--- config.mk ---
export PLATFORM = sky130hd
export DESIGN_NAME = alu_ctrl_muldiv
export DESIGN_NICKNAME = d
export VERILOG_FILES = /design/src/rtl/alu_ctrl_muldiv.sv
export SDC_FILE = /design/constraint.sdc
export NUM_CORES = 1
export LEC_CHECK = 0
export CAP_MARGIN = 25
export CORE_MARGIN = 2
export CORE_UTILIZATION = 57
export CTS_BUF_LIST = sky130_fd_sc_hd__clkbuf_16
export CTS_CLUSTER_SIZE = 14
export DETAILED_ROUTE_END_ITERATION = 12
export GPL_TIMING_DRIVEN = 0
export HOLD_SLACK_MARGIN = 0.05
export PLACE_DENSITY = 0.82
export SLEW_MARGIN = 20
export SYNTH_ARGS = -nofsm -noshare
export SYNTH_HDL_FRONTEND = slang
export SYNTH_SLANG_ARGS = --single-unit
--- constraint.sdc ---
create_clock -name clk_i -period 5.5 [get_ports clk_i]
set_input_delay 0.55 -clock clk_i [delete_from_list [all_inputs] [get_ports clk_i]]
set_output_delay 0.55 -clock clk_i [all_outputs]
set_load 0.01 [all_outputs]
--- src/rtl/alu_ctrl_muldiv.sv ---
// ALU control decode plus an iterative multiply (and optional divide) sequencer producing HI/LO.
// Latency: ALUCtrl_o is combinational. A multiply or divide started in cycle 0 puts its result on HI/LO with done_o in cycle DATA_W+1.
// Backpressure: busy_o stalls the pipeline from the start cycle through the last iteration. Start requests while not IDLE are ignored.
//
// Ports: clk_i/rst_i (sync active-high reset), valid_i, ALUOp_i, funct_i, rs_data_i/rt_data_i (operands A/B),
//        ALUCtrl_o (3-bit ALU code), busy_o (stall), done_o (HI/LO updated pulse), hi_o/lo_o (HI/LO registers).
// Optional: define MULDIV_DIV_EN to add div/divu (restoring divider, LO=quotient, HI=remainder).
module alu_ctrl_muldiv #(
    parameter int DATA_W = 32,
    parameter int CNT_W  = 6
) (
    input  logic              clk_i,
    input  logic              rst_i,
    input  logic              valid_i,
    input  logic [1:0]        ALUOp_i,
    input  logic [5:0]        funct_i,
    input  logic [DATA_W-1:0] rs_data_i,
    input  logic [DATA_W-1:0] rt_data_i,
    output logic [2:0]        ALUCtrl_o,
    output logic              busy_o,
    output logic              done_o,
    output logic [DATA_W-1:0] hi_o,
    output logic [DATA_W-1:0] lo_o
);

    typedef enum logic [1:0] {
        S_IDLE = 2'd0,
        S_MUL  = 2'd1,
        S_DONE = 2'd2
`ifdef MULDIV_DIV_EN
        , S_DIV = 2'd3
`endif
    } state_t;

    state_t                r_state;
    state_t                w_state_nxt;
    logic [CNT_W-1:0]      r_cnt;
    logic [2*DATA_W-1:0]   r_acc;      // mul: {partial hi, multiplier}; div: {remainder, dividend/quotient}
    logic [DATA_W-1:0]     r_opnd;     // mul: multiplicand magnitude; div: divisor magnitude
    logic                  r_neg_lo;   // negate full product, or quotient
    logic [DATA_W-1:0]     r_hi;
    logic [DATA_W-1:0]     r_lo;

    logic                  w_is_mul;
    logic                  w_is_div;
    logic                  w_start;
    logic                  w_signed;
    logic                  w_a_neg;
    logic                  w_b_neg;
    logic [DATA_W-1:0]     w_a_mag;
    logic [DATA_W-1:0]     w_b_mag;
    logic                  w_last;
    logic [DATA_W:0]       w_msum;
    logic [2*DATA_W-1:0]   w_mul_nxt;

    // ALU control decode, always live (also while stalled)
    always_comb begin
        ALUCtrl_o = 3'b010;
        case (ALUOp_i)
            2'b00: ALUCtrl_o = 3'b010;
            2'b01: ALUCtrl_o = 3'b110;
            2'b10: ALUCtrl_o = 3'b001;
            default: begin
                case (funct_i)
                    6'b100000: ALUCtrl_o = 3'b010;
                    6'b100010: ALUCtrl_o = 3'b110;
                    6'b100100: ALUCtrl_o = 3'b000;
                    6'b100101: ALUCtrl_o = 3'b001;
                    6'b101010: ALUCtrl_o = 3'b111;
                    default:   ALUCtrl_o = 3'b010;
                endcase
            end
        endcase
    end

    assign w_is_mul = (funct_i[5:1] == 5'b01100);
`ifdef MULDIV_DIV_EN
    assign w_is_div = (funct_i[5:1] == 5'b01101);
`else
    assign w_is_div = 1'b0;
`endif
    assign w_start  = valid_i & (ALUOp_i == 2'b11) & (r_state == S_IDLE) & (w_is_mul | w_is_div);

    // funct bit 0 clear selects the signed variant for both mult and div
    assign w_signed = ~funct_i[0];
    assign w_a_neg  = w_signed & rs_data_i[DATA_W-1];
    assign w_b_neg  = w_signed & rt_data_i[DATA_W-1];
    assign w_a_mag  = w_a_neg ? -rs_data_i : rs_data_i;
    assign w_b_mag  = w_b_neg ? -rt_data_i : rt_data_i;

    assign w_last    = (r_cnt == CNT_W'(DATA_W-1));

    // Shift-add: add multiplicand into the upper half when multiplier LSB is set, then shift right
    assign w_msum    = {1'b0, r_acc[2*DATA_W-1:DATA_W]} + (r_acc[0] ? {1'b0, r_opnd} : {(DATA_W+1){1'b0}});
    assign w_mul_nxt = {w_msum, r_acc[DATA_W-1:1]};

`ifdef MULDIV_DIV_EN
    logic                r_neg_hi;     // negate remainder (follows dividend sign)
    logic [DATA_W:0]     w_rem_sh;
    logic [DATA_W:0]     w_dsub;
    logic                w_sub_ok;
    logic [2*DATA_W-1:0] w_div_nxt;

    // Restoring step: shift next dividend bit into the remainder, keep the subtraction if it did not borrow.
    // A zero divisor always "succeeds", which yields an all-ones quotient and the dividend as remainder.
    assign w_rem_sh  = r_acc[2*DATA_W-1:DATA_W-1];
    assign w_dsub    = w_rem_sh - {1'b0, r_opnd};
    assign w_sub_ok  = ~w_dsub[DATA_W];
    assign w_div_nxt = {(w_sub_ok ? w_dsub[DATA_W-1:0] : w_rem_sh[DATA_W-1:0]), r_acc[DATA_W-2:0], w_sub_ok};
`endif

    // FSM state register
    always_ff @(posedge clk_i) begin
        if (rst_i) r_state <= S_IDLE;
        else       r_state <= w_state_nxt;
    end

    // FSM next state and handshake outputs
    always_comb begin
        w_state_nxt = r_state;
        busy_o      = 1'b0;
        done_o      = 1'b0;
        case (r_state)
            S_IDLE: begin
                if (w_start) begin
                    busy_o = 1'b1;
`ifdef MULDIV_DIV_EN
                    w_state_nxt = w_is_div ? S_DIV : S_MUL;
`else
                    w_state_nxt = S_MUL;
`endif
                end
            end
            S_MUL: begin
                busy_o = 1'b1;
                if (w_last) w_state_nxt = S_DONE;
            end
`ifdef MULDIV_DIV_EN
            S_DIV: begin
                busy_o = 1'b1;
                if (w_last) w_state_nxt = S_DONE;
            end
`endif
            S_DONE: begin
                done_o      = 1'b1;
                w_state_nxt = S_IDLE;
            end
            default: w_state_nxt = S_IDLE;
        endcase
        if (rst_i) begin
            busy_o = 1'b0;
            done_o = 1'b0;
        end
    end

    // Datapath: operand capture, iteration, sign fix-up into HI/LO on the last step
    always_ff @(posedge clk_i) begin
        if (rst_i) begin
            r_cnt    <= '0;
            r_acc    <= '0;
            r_opnd   <= '0;
            r_neg_lo <= 1'b0;
            r_hi     <= '0;
            r_lo     <= '0;
`ifdef MULDIV_DIV_EN
            r_neg_hi <= 1'b0;
`endif
        end else begin
            case (r_state)
                S_IDLE: begin
                    if (w_start) begin
                        r_cnt <= '0;
`ifdef MULDIV_DIV_EN
                        if (w_is_div) begin
                            r_acc    <= {{DATA_W{1'b0}}, w_a_mag};
                            r_opnd   <= w_b_mag;
                            // quotient for a zero divisor stays all ones regardless of signs
                            r_neg_lo <= (w_a_neg ^ w_b_neg) & (rt_data_i != '0);
                            r_neg_hi <= w_a_neg;
                        end else
`endif
                        begin
                            r_acc    <= {{DATA_W{1'b0}}, w_b_mag};
                            r_opnd   <= w_a_mag;
                            r_neg_lo <= w_a_neg ^ w_b_neg;
                        end
                    end
                end
                S_MUL: begin
                    r_acc <= w_mul_nxt;
                    r_cnt <= r_cnt + CNT_W'(1);
                    if (w_last) {r_hi, r_lo} <= r_neg_lo ? -w_mul_nxt : w_mul_nxt;
                end
`ifdef MULDIV_DIV_EN
                S_DIV: begin
                    r_acc <= w_div_nxt;
                    r_cnt <= r_cnt + CNT_W'(1);
                    if (w_last) begin
                        r_lo <= r_neg_lo ? -w_div_nxt[DATA_W-1:0] : w_div_nxt[DATA_W-1:0];
                        r_hi <= r_neg_hi ? -w_div_nxt[2*DATA_W-1:DATA_W] : w_div_nxt[2*DATA_W-1:DATA_W];
                    end
                end
`endif
                default: ;
            endcase
        end
    end

    assign hi_o = r_hi;
    assign lo_o = r_lo;

endmodule

==> results.json, run 1 <==
{
  "intPower_mw": 1.999,
  "grt_use_total_pct": 33.57,
  "power.clock.fraction_pct": 46.1,
  "start_kind": "flip-flop",
  "multiInputGateArea_um2": 7208,
  "die_h_um": 143.2,
  "gp_congestion": 0.9813,
  "rows": 50,
  "numCtsBuffers": 17,
  "fin_crit_ns": 5.072,
  "yosys_warnings": 0,
  "p_total_mw": 2.656,
  "clk_latency_ns": 0.44,
  "syn_nets": 1530,
  "ir_drop_mv": 0.1961,
  "criticalPathCategory": "reg2reg",
  "port_buffers": 141,
  "synth_compound_area_share_pct": 26.83,
  "layout_commonest_cell": "nor2_1",
  "cts_hold_buffers": 0,
  "drt_pass1_iterations": 6,
  "p_seq_share_pct": 46.2,
  "io_pins": 144,
  "vias": 11570,
  "grt_max_degree": 17,
  "path_clk_slew_ns": 0.07,
  "postCtsSetupBuffers": 0,
  "cts_root_buf": "clkbuf_16",
  "hold_viol": 0,
  "mostFrequentLayoutCells": "nor2_1 (186), dfxtp_1 (169), clkdlybuf4s50_1 (141)",
  "avgRoutedWirePerCell_um": 18.59,
  "switching_power_mw": 0.6574,
  "synth_cell_type_count": 79,
  "cts_tree": "done",
  "syn_area_per_cell_um2": 7.787,
  "fmax_mhz": 197.2,
  "die_x_um": 143.2,
  "slowest_delay_ns": 0.59,
  "finalMaxSlewViolations": 0,
  "path_buf_inv": 2,
  "fin_skew_ns": 0.008726,
  "clock_sinks": 169,
  "htree_levels": 4,
  "cp_common_cell": "clkbuf_1",
  "status": "finished clean",
  "nets": 1690,
  "combPwrFrac_pct": 7.7,
  "path_delay_family": "compound AO/OA/AOI/OAI gates",
  "start_util_pct": 58.64,
  "routed_wl_mm": 34.40,
  "yosys.area_share.simple_pct": 23.69,
  "switching_share_pct": 24.75,
  "p_leak_nw": 4.835,
  "antenna_found_initial": 0,
  "slew_headroom_pct": 30.30,
  "synth_xor_area_share_pct": 10.07,
  "cp_cell_sequence": "clkbuf_1, and2_1, ha_1, clkbuf_1, a21o_1, a221oi_2, a21oi_1, or3_1, a32o_1, nor4_2, nand4b_1, o31ai_1, xor2_1, a211oi_1",
  "yosys-mux-area-fraction_pct": 0.3626,
  "cp_data_arrival_time_ns": 5.36,
  "n_antenna_cell": 0,
  "ys_seq_area_share_pct": 30.64,
  "async_flop_share_pct": 0,
  "setup_viol": 0,
  "cts_buffer_depth": 2,
  "postRouteAntennaNets": 0,
  "fin_setup_tns_ns": 0,
  "worst_slew_pin_slew_ns": 1.039,
  "hp-class": "reg2reg",
  "ys_top_cells_by_area": "dfxtp_1 (31%), xor2_1 (6.9%), nor2_1 (6.3%)",
  "post-route-period-util_pct": 92.21,
  "synth_top_family_by_area": "compound AO/OA/AOI/OAI gates",
  "synthFlopType": "dfxtp_1",
  "ys_ff_latch": 169,
  "crit_slowest_cell": "a221oi_2",
  "synth_cells": 1418,
  "required_ns": 5.79,
  "drc": 0,
  "drtIter0Drc": 1164,
  "synth_top_area_share_pct": 30.64,
  "powerDensity_nw_per_um2": 198.6,
  "nFillCells": 1537,
  "grt_pass1_vias": 10480,
  "dp_hpwl_mm": 26.63,
  "yosys.area.top_type": "dfxtp_1",
  "synth_fa_ha_area_share_pct": 4.261,
  "gr-total-overflow": 0,
  "core_area_um2": 18830,
  "ff_latch_area_um2": 3383,
  "grt_first_pass_wirelength_mm": 54.34,
  "vias_per_cell": 6.249,
  "crit_fanout": 10,
  "syn2layout_area_growth_pct": 21.12,
  "syn_area_um2": 11040,
  "maxCapViolCount": 0,
  "rsz0062_at_grt": "no",
  "synth-edff-count": 0,
  "drive_above_1_share_pct": 3.394,
  "dieArea_um2": 20500,
  "endpoint_kind": "flip-flop"
}
cells in the mapped netlist, types with 5 or more instances:
| cell | count |
|---|---|
| o41ai_1 | 12 |
| xnor2_1 | 40 |
| nand2b_1 | 10 |
| o211ai_1 | 7 |
| nor2_1 | 186 |
| or3_1 | 19 |
| xor2_1 | 87 |
| a211o_1 | 6 |
| inv_1 | 15 |
| ha_1 | 36 |
| a31oi_1 | 7 |
| a22oi_1 | 43 |
| nand3b_1 | 6 |
| nor2b_1 | 8 |
| o21ai_0 | 35 |
| nand2_1 | 114 |
| nor4_1 | 10 |
| clkbuf_1 | 92 |
| a311oi_1 | 9 |
| o31ai_1 | 32 |
| dfxtp_1 | 169 |
| o21a_1 | 5 |
| a21oi_1 | 105 |
| nand4_1 | 14 |
| a21o_1 | 19 |
| o21ai_1 | 21 |
| and2_1 | 44 |
| and3_1 | 10 |
| buf_1 | 8 |
| nor3_1 | 26 |
| a211oi_1 | 87 |
| or4_1 | 18 |
| a221oi_1 | 7 |
| nand3_1 | 32 |
repair_timing:
item | CTS | global route
resized for setup | 0 | 1
hold endpoints to repair | 0 | 0
setup endpoints to repair | 0 | 1
cell families (layout without fill, tap and decap cells):
group,Yosys count,after routing
AND/OR/NAND/NOR,530,530
AO/OA/AOI/OAI,432,432
flip-flops,169,169
XOR/XNOR,127,127
buffers and inverters,119,292
adder cells (fa/ha/maj),37,37
multiplexers,4,4
registers in the layout, indices dropped and copies added, names as in the netlist:
register and cells:
r_cnt 6, r_opnd 32, r_acc 64, r_state 2
hi_o 32, lo_o 32, r_neg_lo 1
worst register-to-register path: stages, from the launching register on:
cell and delay, ns:
dfxtp_1 0.43, clkbuf_1 0.32, and2_1 0.28, ha_1 0.26
clkbuf_1 0.20, a21o_1 0.27, a221oi_2 0.59, a21oi_1 0.26
or3_1 0.41, a32o_1 0.29, nor4_2 0.44, nand4b_1 0.38
o31ai_1 0.38, xor2_1 0.29, a211oi_1 0.11
metrics by stage:
step,cell area (µm²),hold WS (ns),setup slack [ns],instances,utilization (%)
global placement,12780,0.4454,0.5457,1819,67.86
finish,13370,0.4606,0.4283,1851,71.02
CTS,13370,0.4620,0.4019,1851,70.99
detailed placement,12780,0.4526,0.4533,1819,67.86
global route,13370,0.4890,0.02098,1851,71.02
floorplan,11040,0.4317,1.480,1418,-
final cells by class:
cell class / count / share of cell area, %
multi-input combinational: 1130 / 53.90
sequential: 169 / 25.30
timing repair buffer: 141 / 10.55
clock buffer: 17 / 3.181
buffer: 103 / 2.966
tap: 260 / 2.432
clock inverter: 15 / 1.226
inverter: 16 / 0.4491
power groups by stage:
stage / registers (mW) / logic [mW] / clock network [mW]
after global routing: 1.23 / 0.223 / 1.27
after floorplan: 1.25 / 0.101 / 0
after global placement: 1.25 / 0.198 / 0
after detailed placement: 1.25 / 0.203 / 0
after CTS: 1.23 / 0.203 / 1.22
final: 1.23 / 0.206 / 1.22
routing by layer:
metal	global-route usage (%)	wire (µm)	vias to the layer above
met5	0	0	-
met4	11.36	826	0
met3	6.237	3597	64
met2	50.16	14740	627
met1	48.45	15240	5353
li1	-	-	5523
worst paths after layout:
| check | slack, ns | depth (start not counted) | startpoint | to |
|---|---|---|---|---|
| max | 0.43 | 14 | r_acc[0]$_SDFFE_PP0P_ | hi_o[27]$_SDFFE_PP0P_ |
| min | 0.46 | 2 | r_opnd[0]$_SDFFE_PP0P_ | r_opnd[0]$_SDFFE_PP0P_ |
| max reg2reg | 0.43 | 14 | r_acc[0]$_SDFFE_PP0P_ | hi_o[27]$_SDFFE_PP0P_ |
| min reg2reg | 0.46 | 2 | r_opnd[0]$_SDFFE_PP0P_ | r_opnd[0]$_SDFFE_PP0P_ |
(Power assumes the default switching activity.)
==> run 2, diff against run 1 <==
--- a/config.mk
+++ b/config.mk
@@ -9,8 +9,9 @@
 export CORE_MARGIN = 2
 export CORE_UTILIZATION = 57
 export CTS_BUF_LIST = sky130_fd_sc_hd__clkbuf_16
-export CTS_CLUSTER_SIZE = 14
+export CTS_CLUSTER_SIZE = 20
 export DETAILED_ROUTE_END_ITERATION = 12
+export GPL_ROUTABILITY_DRIVEN = 0
 export GPL_TIMING_DRIVEN = 0
 export HOLD_SLACK_MARGIN = 0.05
 export PLACE_DENSITY = 0.82
==> run 2 against run 1 <==
Net effect:
- combinational power about the same
- die area unchanged
- worst setup slack got worse by 0.096 ns
- register-to-register slack got worse by 0.096 ns
- via count decreased by 0.26%
- global-route usage decreased by 0.083 points
- final area about the same
- critical path depth unchanged
- cell count about the same
- largest cell class unchanged
- largest power group unchanged
==> results.json, run 2 (synthesis results as in run 1) <==
{
  "dieArea_um2": 20500,
  "drt_pass1_iterations": 8,
  "start_util_pct": 58.64,
  "ir_drop_mv": 0.2013,
  "post-route-period-util_pct": 93.96,
  "finalMaxSlewViolations": 0,
  "drtIter0Drc": 1322,
  "cts_root_buf": "clkbuf_16",
  "switching_power_mw": 0.6837,
  "avgRoutedWirePerCell_um": 18.62,
  "placed_cells": 1819,
  "nets": 1691,
  "path_clk_slew_ns": 0.07,
  "antenna_found_initial": 0,
  "required_ns": 5.79,
  "vias": 11540,
  "maxCapViolCount": 0,
  "dp_hpwl_mm": 26.37,
  "mostFrequentLayoutCells": "nor2_1 (186), dfxtp_1 (169), clkdlybuf4s50_1 (141)",
  "core_area_um2": 18830,
  "hp-class": "reg2reg",
  "intPower_mw": 1.961,
  "port_buffers": 141,
  "grt_max_degree": 18,
  "clk_latency_ns": 0.44,
  "start_kind": "flip-flop",
  "die_x_um": 143.2,
  "rsz0062_at_grt": "no",
  "switching_share_pct": 25.85,
  "postCtsSetupBuffers": 0,
  "routed_wl_mm": 34.48,
  "clock_sinks": 169,
  "numCtsBuffers": 17,
  "final_cells": 1852,
  "p_seq_share_pct": 46.4,
  "cp_data_arrival_time_ns": 5.46,
  "crit_fanout": 10,
  "regMostFlops": "r_acc",
  "fmax_mhz": 193.5,
  "status": "finished clean",
  "crit_start": "r_acc[0]$_SDFFE_PP0P_",
  "criticalPathCategory": "reg2reg",
  "vias_per_cell": 6.229,
  "fin_setup_tns_ns": 0,
  "fin_crit_ns": 5.168,
  "rows": 50,
  "io_pins": 144,
  "cts_hold_buffers": 0,
  "slew_headroom_pct": 32.20,
  "grt_first_pass_wirelength_mm": 54.48,
  "crit_end": "hi_o[27]$_SDFFE_PP0P_",
  "grt_pass1_vias": 10470,
  "drc": 0,
  "htree_levels": 4,
  "worst_slew_pin_slew_ns": 0.9914,
  "drive_above_1_share_pct": 3.518,
  "gr-total-overflow": 0,
  "powerDensity_nw_per_um2": 197.6,
  "cts_tree": "done",
  "r2r_cells": 14,
  "power.clock.fraction_pct": 45.7,
  "p_leak_nw": 4.831,
  "postRouteAntennaNets": 0,
  "combPwrFrac_pct": 7.9,
  "layout_commonest_cell": "nor2_1",
  "setup_viol": 0,
  "n_antenna_cell": 0,
  "syn2layout_area_growth_pct": 21.19,
  "die_h_um": 143.2,
  "hold_viol": 0,
  "cts_resized": 0,
  "largest_register_ffs": 64,
  "fin_skew_ns": 0.01095,
  "worstReg2RegEnd": "hi_o[27]$_SDFFE_PP0P_",
  "grt_use_total_pct": 33.49,
  "r2r_slack_ns": 0.33,
  "cts_buffer_depth": 2,
  "reg2reg_from": "r_acc[0]$_SDFFE_PP0P_",
  "endpoint_kind": "flip-flop"
}
-- run 2: cell count changes in the layout (fill, tap and decap cells not counted), moves of 2 or more --
| cell | change |
|---|---|
| a211oi_1 | -2 |
| a211oi_2 | +2 |
| clkinv_2 | -2 |
| clkinv_4 | +2 |
| clkinv_8 | +2 |
-- run 2: power groups by stage --
| stage | combinational (mW) | clock (mW) | sequential, mW |
|---|---|---|---|
| finish | 0.209 | 1.21 | 1.23 |
| global route | 0.226 | 1.25 | 1.23 |
| CTS | 0.206 | 1.20 | 1.23 |
| detailed placement | 0.205 | 0 | 1.25 |
| global placement | 0.201 | 0 | 1.25 |
| floorplan | 0.101 | 0 | 1.25 |
-- run 2: layout make-up --
type / instances / area, µm²
Sequential cell: 169 / 3383
Tap cell: 260 / 325.3
Fill cell: 1544 / 5449
Clock inverter: 15 / 162.7
Timing Repair Buffer: 142 / 1416
Buffer: 103 / 396.6
Inverter: 16 / 60.06
Clock buffer: 17 / 425.4
Multi-Input combinational cell: 1130 / 7212
-- run 2: worst min-delay path by stage --
| stage | from | to | slack, ns | cells past startpoint |
|---|---|---|---|---|
| finish | hi_o[11]$_SDFFE_PP0P_ | hi_o[11]$_SDFFE_PP0P_ | 0.45 | 2 |
| global route | hi_o[11]$_SDFFE_PP0P_ | hi_o[11]$_SDFFE_PP0P_ | 0.47 | 2 |
| CTS | hi_o[11]$_SDFFE_PP0P_ | hi_o[11]$_SDFFE_PP0P_ | 0.45 | 2 |
| detailed placement | hi_o[11]$_SDFFE_PP0P_ | hi_o[11]$_SDFFE_PP0P_ | 0.44 | 2 |
| global placement | r_opnd[0]$_SDFFE_PP0P_ | r_opnd[0]$_SDFFE_PP0P_ | 0.44 | 2 |
| floorplan | r_opnd[0]$_SDFFE_PP0P_ | r_opnd[0]$_SDFFE_PP0P_ | 0.43 | 2 |
-- run 2: per-layer routing --
layer | vias up | part of all wire (%) | track usage, % | wire length (µm)
met5 | - | 0 | 0 | 0
met4 | 0 | 3.1 | 12.25 | 1074
met3 | 92 | 10 | 8.384 | 3617
met2 | 614 | 43 | 51.12 | 14870
met1 | 5307 | 43 | 45.73 | 14920
li1 | 5524 | - | - | -
-- run 2: critical path, stage by stage (launching register included) --
cell,delay [ns]
dfxtp_1,0.45
clkbuf_1,0.27
and2_1,0.26
ha_1,0.25
clkbuf_1,0.19
a21o_1,0.31
a21o_1,0.18
a221oi_1,0.75
a211oi_1,0.25
or4_1,0.48
a221oi_1,0.46
nand4b_1,0.38
o31ai_1,0.37
xor2_1,0.29
a211oi_1,0.11
-- run 2: per-stage QoR --
stage	worst slack, ns	hold slack (ns)	total power, mW	area [µm²]	utilization (%)
floorplan	1.480	0.4317	1.354	11040	-
global placement	0.6396	0.4446	1.455	12780	67.86
detailed placement	0.5605	0.4429	1.459	12780	67.86
CTS	0.5234	0.4521	2.635	13370	70.98
global route	0.07220	0.4713	2.702	13380	71.06
finish	0.3324	0.4510	2.645	13380	71.06
==> run 3, diff against run 2 <==
--- a/config.mk
+++ b/config.mk
@@ -14,7 +14,8 @@
 export GPL_ROUTABILITY_DRIVEN = 0
 export GPL_TIMING_DRIVEN = 0
 export HOLD_SLACK_MARGIN = 0.05
-export PLACE_DENSITY = 0.82
+export PLACE_DENSITY_LB_ADDON = 0.25
+export REMOVE_ABC_BUFFERS = 1
 export SLEW_MARGIN = 20
 export SYNTH_ARGS = -nofsm -noshare
 export SYNTH_HDL_FRONTEND = slang
==> run 3 against run 2 <==
Net effect:
- critical path type unchanged
- clock-buffer cell count did not move
- critical path depth is 1 lower
- cell count shrank 5.0%
- register-to-register slack better by 0.32 ns
- sequential power about the same
- via count shrank 3.6%
- power is 2.9% lower
==> results.json, run 3 (synthesis results as in run 1) <==
{
  "r2r_cells": 13,
  "drc": 0,
  "post-route-period-util_pct": 88.19,
  "required_ns": 5.81,
  "syn2layout_area_growth_pct": 19.55,
  "largest_register_ffs": 64,
  "dp_hpwl_mm": 22.43,
  "ir_drop_mv": 0.2200,
  "fin_crit_ns": 4.850,
  "grt_max_degree": 111,
  "combPwrFrac_pct": 7.9,
  "switching_power_mw": 0.6619,
  "slew_headroom_pct": 44.93,
  "setup_viol": 0,
  "avgRoutedWirePerCell_um": 17.68,
  "powerDensity_nw_per_um2": 194.5,
  "mostFrequentLayoutCells": "nor2_1 (185), dfxtp_1 (167), clkdlybuf4s50_1 (142)",
  "die_x_um": 143.2,
  "regMostFlops": "r_acc",
  "cts_root_buf": "clkbuf_16",
  "finalMaxSlewViolations": 0,
  "maxCapViolCount": 0,
  "dieArea_um2": 20500,
  "placed_cells": 1728,
  "cts_tree": "done",
  "worst_slew_pin_slew_ns": 0.8198,
  "switching_share_pct": 25.79,
  "nFillCells": 1553,
  "power.clock.fraction_pct": 44.3,
  "vias_per_cell": 6.317,
  "hold_viol": 0,
  "clk_latency_ns": 0.45,
  "nets": 1599,
  "intPower_mw": 1.905,
  "routed_wl_mm": 31.12,
  "p_total_mw": 2.567,
  "endpoint_kind": "flip-flop",
  "start_util_pct": 58.64,
  "path_clk_slew_ns": 0.07,
  "r2r_slack_ns": 0.65,
  "criticalPathCategory": "reg2reg",
  "layout_commonest_cell": "nor2_1",
  "n_antenna_cell": 0,
  "rsz0062_at_grt": "no",
  "postCtsSetupBuffers": 0,
  "vias": 11120,
  "worstReg2RegEnd": "hi_o[19]$_SDFFE_PP0P_",
  "clock_sinks": 169,
  "grt_pass1_vias": 9969,
  "core_area_um2": 18830,
  "crit_fanout": 33,
  "drt_pass1_iterations": 6,
  "cts_buffer_depth": 2,
  "postRouteAntennaNets": 0,
  "final_cells": 1760,
  "fin_skew_ns": 0.01312,
  "grt_use_total_pct": 30.14,
  "drive_above_1_share_pct": 4.667,
  "grt_first_pass_wirelength_mm": 50.02,
  "gr-total-overflow": 0,
  "p_leak_nw": 4.792,
  "die_h_um": 143.2,
  "htree_levels": 4,
  "fmax_mhz": 206.2,
  "hp-class": "reg2reg",
  "port_buffers": 143,
  "reg2reg_from": "r_acc[0]$_SDFFE_PP0P_",
  "p_seq_share_pct": 47.8,
  "drtIter0Drc": 1202,
  "io_pins": 144,
  "status": "finished clean",
  "cp_data_arrival_time_ns": 5.16,
  "crit_start": "r_acc[0]$_SDFFE_PP0P_",
  "crit_end": "hi_o[19]$_SDFFE_PP0P_",
  "rows": 50,
  "start_kind": "flip-flop",
  "antenna_found_initial": 0,
  "cts_hold_buffers": 0,
  "numCtsBuffers": 17
}
-- run 3: cell types whose count changed in the layout (fill, tap and decap cells not counted), sizes merged --
cell and delta:
clkinv -1, clkdlybuf4s50 +1, bufinv -1, buf -1, clkbuf -92, inv +2
-- run 3: power groups by stage --
stage                     registers (mW)  clock network (mW)  logic (mW)
after floorplan                     1.25                   0      0.0800
after global placement              1.25                   0       0.194
after detailed placement            1.25                   0       0.200
after CTS                           1.23                1.14       0.201
after global routing                1.23                1.20       0.220
final                               1.23                1.14       0.204
-- run 3: repair_timing --
action,4_1_cts,5_1_grt
endpoints found under the setup margin,0,4
hold endpoints to repair,0,0
resized for setup,0,1
-- run 3: layer usage --
layer / vias up / wire length (µm) / track usage (%)
met1: 5177 / 13840 / 42.15
li1: 5340 / - / -
met3: 73 / 2383 / 5.064
met2: 528 / 13930 / 46.66
met5: - / 0 / 0
met4: 0 / 964 / 11.05
-- run 3: cell type report --
type / instances / area, µm² / share of cell area, %
Clock buffer: 17 / 425.4 / 3.223
Clock inverter: 15 / 116.4 / 0.8815
Inverter: 16 / 60.06 / 0.4550
Multi-Input combinational cell: 1130 / 7231 / 54.78
Sequential cell: 169 / 3386 / 25.65
Tap cell: 260 / 325.3 / 2.464
Timing Repair Buffer: 153 / 1657 / 12.55
-- run 3: per-stage QoR --
stage	setup TNS, ns	utilization (%)	setup slack (ns)	hold slack (ns)	area, µm²
global route	0	70.10	0.2469	0.4864	13200
global placement	-256.48	65.86	-4.376	0.4408	12400
CTS	0	70.08	0.3894	0.4644	13200
finish	0	70.10	0.6496	0.4661	13200
detailed placement	0	67.20	0.4168	0.4554	12650
floorplan	0	-	0.4152	0.4257	10650
-- run 3: critical path, cell delays in order, from the launching register on --
cell	delay, ns
dfxtp_2	0.48
and2_1	0.22
ha_1	0.21
fa_1	0.41
a21o_1	0.23
a221oi_2	0.59
xnor2_1	0.26
a2111oi_2	0.48
nor4b_4	0.50
inv_2	0.10
or3_1	0.49
o41ai_2	0.28
xor2_1	0.33
a211oi_1	0.12
-- run 3: worst min-delay path by stage --
stage,startpoint,endpoint,slack (ns),depth (start not counted)
2_1_floorplan,r_opnd[0]$_SDFFE_PP0P_,r_opnd[0]$_SDFFE_PP0P_,0.43,2
3_3_place_gp,hi_o[1]$_SDFFE_PP0P_,hi_o[1]$_SDFFE_PP0P_,0.44,2
3_5_place_dp,r_opnd[0]$_SDFFE_PP0P_,r_opnd[0]$_SDFFE_PP0P_,0.46,2
4_1_cts,r_opnd[0]$_SDFFE_PP0P_,r_opnd[0]$_SDFFE_PP0P_,0.46,2
5_1_grt,r_opnd[0]$_SDFFE_PP0P_,r_opnd[0]$_SDFFE_PP0P_,0.49,2
6_report,r_opnd[0]$_SDFFE_PP0P_,r_opnd[0]$_SDFFE_PP0P_,0.47,2
